**config.mk**
```make
export PLATFORM = sky130hd
export DESIGN_NAME = therm_sng
export DESIGN_NICKNAME = d
export VERILOG_FILES = /design/src/rtl/therm_sng.sv
export SDC_FILE = /design/constraint.sdc
export NUM_CORES = 1
export LEC_CHECK = 0
export ABC_CLOCK_PERIOD_IN_PS = 3270
export BUFFER_PORTS_ARGS = -buffer_cell sky130_fd_sc_hd__buf_2
export CELL_PAD_IN_SITES_DETAIL_PLACEMENT = 0
export CELL_PAD_IN_SITES_GLOBAL_PLACEMENT = 1
export CORE_AREA = 3 3 48 50
export CTS_BUF_LIST = sky130_fd_sc_hd__clkbuf_4 sky130_fd_sc_hd__clkbuf_8
export CTS_CLUSTER_DIAMETER = 30
export DETAILED_ROUTE_END_ITERATION = 16
export DIE_AREA = 0 0 51 53
export PLACE_DENSITY = 0.68
export SLEW_MARGIN = 20
export SYNTH_ARGS = -nofsm -noshare
export SYNTH_HDL_FRONTEND = slang
export SYNTH_SLANG_ARGS = --single-unit
```
**constraint.sdc**
```tcl
create_clock -name clk -period 3.27 [get_ports clk]
set_input_delay 0.981 -clock clk [delete_from_list [all_inputs] [get_ports clk]]
set_output_delay 0.981 -clock clk [all_outputs]
set_load 0.005 [all_outputs]
```
**src/rtl/therm_sng.sv**
```systemverilog
// Thermometer-code to stochastic bit-stream generator: captures one N-bit
// thermometer word and replays it as N serial beats in counter or bit-reversed order.
module therm_sng #(
    parameter int unsigned N    = 8,
    parameter int unsigned DIR  = 0,
    parameter int unsigned MODE = 0
) (
    input  logic         clk,
    input  logic         rst_n,
    input  logic [N-1:0] therm_in,
    input  logic         in_valid,
    output logic         in_ready,
    output logic         bit_out,
    output logic         out_valid,
    input  logic         out_ready,
    output logic         out_last,
    output logic         in_err
);

    localparam int unsigned W = $clog2(N);

    typedef enum logic {
        IDLE,
        RUN
    } state_t;

    state_t       state;
    logic [W-1:0] idx;
    logic [W-1:0] sel;
    logic [N-1:0] tw;
    logic [N-1:0] tw_o;
    logic [N-1:0] fill;
    logic         legal;

    // Beat order: straight counter, or its bit-reverse to spread ones evenly.
    always_comb begin
        sel = idx;
        if (MODE != 0) begin
            for (int unsigned i = 0; i < W; i++) begin
                sel[i] = idx[W-1-i];
            end
        end
    end

    // Reorient the word so DIR=1 indexes from bit N-1 with the same select.
    always_comb begin
        tw_o = tw;
        if (DIR != 0) begin
            for (int unsigned i = 0; i < N; i++) begin
                tw_o[i] = tw[N-1-i];
            end
        end
    end

    // A legal code, once oriented to fill from bit 0, is 2^k-1: no carry chain gaps.
    always_comb begin
        fill  = (DIR != 0) ? ~therm_in : therm_in;
        legal = ((fill & (fill + N'(1))) == '0);
    end

    assign in_ready  = (state == IDLE);
    assign out_valid = (state == RUN);
    assign out_last  = (state == RUN) && (idx == W'(N - 1));
    assign bit_out   = (state == RUN) && tw_o[sel];

    always_ff @(posedge clk or negedge rst_n) begin
        if (!rst_n) begin
            state  <= IDLE;
            idx    <= '0;
            tw     <= '0;
            in_err <= 1'b0;
        end else begin
            in_err <= 1'b0;
            case (state)
                IDLE: begin
                    if (in_valid) begin
                        tw     <= therm_in;
                        idx    <= '0;
                        in_err <= ~legal;
                        state  <= RUN;
                    end
                end
                RUN: begin
                    if (out_ready) begin
                        if (idx == W'(N - 1)) begin
                            idx   <= '0;
                            state <= IDLE;
                        end else begin
                            idx <= idx + W'(1);
                        end
                    end
                end
                default: state <= IDLE;
            endcase
        end
    end

endmodule

```
==> flow_metrics.env <==
export IMPL_outcome="complete, no violations"
export IMPL_cp_num_buf_inv=1
export IMPL_hold_path_endpoint="tw[4]$_DFFE_PN0P_"
export IMPL_critical_path_class="reg -> out"
export IMPL_syn_area_um2=658
export IMPL_arrival_ns=1.60
export IMPL_crit_chain="mux4_1 > nor2_1 > a311oi_1 > buf_2"
export IMPL_cp_top_family="multiplexers"
export IMPL_tightest_slew_ns=0.783
export IMPL_insertedDiodeCount=0
export IMPL_syn_to_final_growth_pct=21.1
export IMPL_synth_edff_count=0
export IMPL_reg2reg_to="tw[6]$_DFFE_PN0P_"
export IMPL_reg2reg_from="out_valid$_DFF_PN0_"
export IMPL_port_buffers=16
export IMPL_grt_start_max_net_pins=14
export IMPL_worstPathRequired_ns=2.29
export IMPL_synth_warnings=0
export IMPL_hold_class="reg -> reg"
export IMPL_hp_start="tw[4]$_DFFE_PN0P_"
export IMPL_routabilityCongestion=0.698
export IMPL_slew_violations=0
export IMPL_dr_pass1_iters=4
export IMPL_synth_common_cells="dfrtp_1 (13), mux2_2 (10), inv_1 (5)"
export IMPL_cts_root_buffer="clkbuf_4"
export IMPL_dp_hpwl_um=1010
export IMPL_die_w_um=51
export IMPL_ctsResizeCount=0
export IMPL_wirelength_um=1280
export IMPL_rsz0062_at_grt="no"
export IMPL_final_nets=88
export IMPL_ys_flop_type="dfrtp_1"
export IMPL_synth_seq_area_share_pct=49.4
export IMPL_dieArea_um2=2700
export IMPL_clk_pin_slew_ns=0.08
export IMPL_fin_crit_sh_pct=78.8
export IMPL_skew_ns=0.00820
export IMPL_final_hold_violation_count=0
export IMPL_syn_inst=54
export IMPL_ir_drop_v=0.000462
export IMPL_worst_r2r_path_depth=2
export IMPL_synth_top_cell_by_area="dfrtp_1"
export IMPL_pre_cts_ws_ns=0.977
export IMPL_setup_tns_ns=0
export IMPL_ys_async_sr_fraction_pct=100
export IMPL_row_count=16
export IMPL_crit_path_end_kind="primary output"
export IMPL_syn_area_per_cell_um2=12.2
export IMPL_worst_r2r_setup_slack_ns=1.65
export IMPL_yosys_area_top_type_share_pct=49.4
export IMPL_yosysMostFrequentCell="dfrtp_1"
export IMPL_drt_iter0_drc=9
export IMPL_max_clock_freq_mhz=388
export IMPL_grt_pass1_vias=432
export IMPL_cts_buffers=3
export IMPL_min_period_ns=2.58
export IMPL_cts_hold_buf=0
export IMPL_final_antenna_net_count=0
export IMPL_min_path_cells=1
export IMPL_grt_pass1_wl_um=2150
export IMPL_cts_setup_buffers=0
export IMPL_start_util_pct=33.9
export IMPL_drt_wirelength_per_cell_um=12.8
export IMPL_io_pin_count=17
export IMPL_synth_nets=68
export IMPL_start_kind="flop"
export IMPL_synth_seq_cells=13
export IMPL_drcViolationCount=0
export IMPL_antenna_found_initial=0
export IMPL_max_cap_violations=0
export IMPL_clkSinkCount=13
export IMPL_track_usage_pct=11.3
export IMPL_synthTopCellsByArea="dfrtp_1 (49%), mux2_2 (17%), mux2i_1 (6.1%)"
export IMPL_drive_gt1_share_pct=41.1
export IMPL_crit_fanout=6
export IMPL_htree_num_levels=1
export IMPL_vias=461
export IMPL_yosys_cell_types_count=18
export IMPL_clk_path_buf_depth=2
export IMPL_grt_overflow=0
export IMPL_core_area_um2=1940
export IMPL_maxSlewHeadroom_pct=47.7
export IMPL_cpMaxStageDelayCell="mux4_1"
export IMPL_clk_latency_ns=0.28
export IMPL_power_leakage_uw=0.000392
export IMPL_cts_tree="yes"
export IMPL_slowest_delay_ns=0.58
export IMPL_setup_viol=0
export IMPL_die_h_um=53
export IMPL_worst_slack_ns=0.694
export IMPL_via_per_inst=4.61
export IMPL_cellPowerDensity_nw_per_um2=788
[final cells by class]
cell class                      instances  area, um2
Clock buffer                            4       30.0
Fill cell                             204       1140
Inverter                                5       18.8
Multi-Input combinational cell         35        309
Sequential cell                        13        325
Tap cell                               27       33.8
Timing Repair Buffer                   16       80.1
[power by group]
part	total [uW]	internal, uW	switching, uW
Combinational	225	137	87.5
Sequential	294	233	61.0
Clock	109	55.6	53.4
Total	628	426	202
[through the flow]
stage	std cells	area, um2	power (uW)	utilization (%)	hold slack [ns]
after floorplan	54	658	447	-	0.472
after global placement	96	767	519	39.5	0.491
after detailed placement	96	767	527	39.5	0.500
after CTS	100	797	640	41.0	0.520
after global routing	100	797	691	41.0	0.538
final	100	797	628	41.0	0.512
[cells by family (layout without fill, tap and decap cells)]
group	Yosys count	count (layout)	synth area share [%]
AOI/OAI and AO/OA	9	9	9.31
adders and majority gates	2	2	3.80
buffers and inverters	6	25	3.61
DFF	13	13	49.4
muxes	15	15	27.2
and+or+nand+nor	9	9	6.66
[state kept, by name, summed over array words and instances, names as in the netlist]
name,flops
idx,3
in_err,1
tw,8
out_valid,1
[worst max path at each step]
stage	from	end	cells after the start	slack, ns
CTS	idx[1]$_DFFE_PN0P_	bit_out	4	0.66
floorplan	idx[1]$_DFFE_PN0P_	bit_out	3	1.20
finish	idx[1]$_DFFE_PN0P_	bit_out	4	0.69
detailed placement	idx[1]$_DFFE_PN0P_	bit_out	4	0.98
global placement	in_valid	tw[0]$_DFFE_PN0P_	3	0.99
global route	idx[1]$_DFFE_PN0P_	bit_out	4	0.58
[worst register-to-register path, delay by kind of cell (launching register included)]
| family | cells | cell delay [ns] |
|---|---|---|
| mux | 1 | 0.41 |
| flops | 1 | 0.45 |
| simple gates | 1 | 0.64 |
[routing by layer]
metal	up-vias	share of wire, %	routed length, um	global-route usage, %
li1	232	-	-	-
met1	209	49	623	15.0
met2	18	42	535	15.9
met3	2	9.0	115	5.92
met4	0	0.62	8	2.69
met5	-	0	0	0
[cells in the final DEF, fill, tap and decap left out]
cell type	synthesis	routed
mux4_1	1	1
mux2i_1	4	4
a311oi_1	1	1
clkbuf_4	0	4
nand2_1	3	3
nor2b_1	2	2
mux2_2	10	10
buf_2	1	16
ha_1	2	2
o221ai_1	1	1
o31a_1	1	1
inv_1	5	5
dfrtp_1	13	13
and2_1	1	1
nor2_1	2	2
o31ai_1	2	2
o21ai_0	3	3
a21oi_1	1	1
nand2b_1	1	1
(Power assumes the default switching activity.)
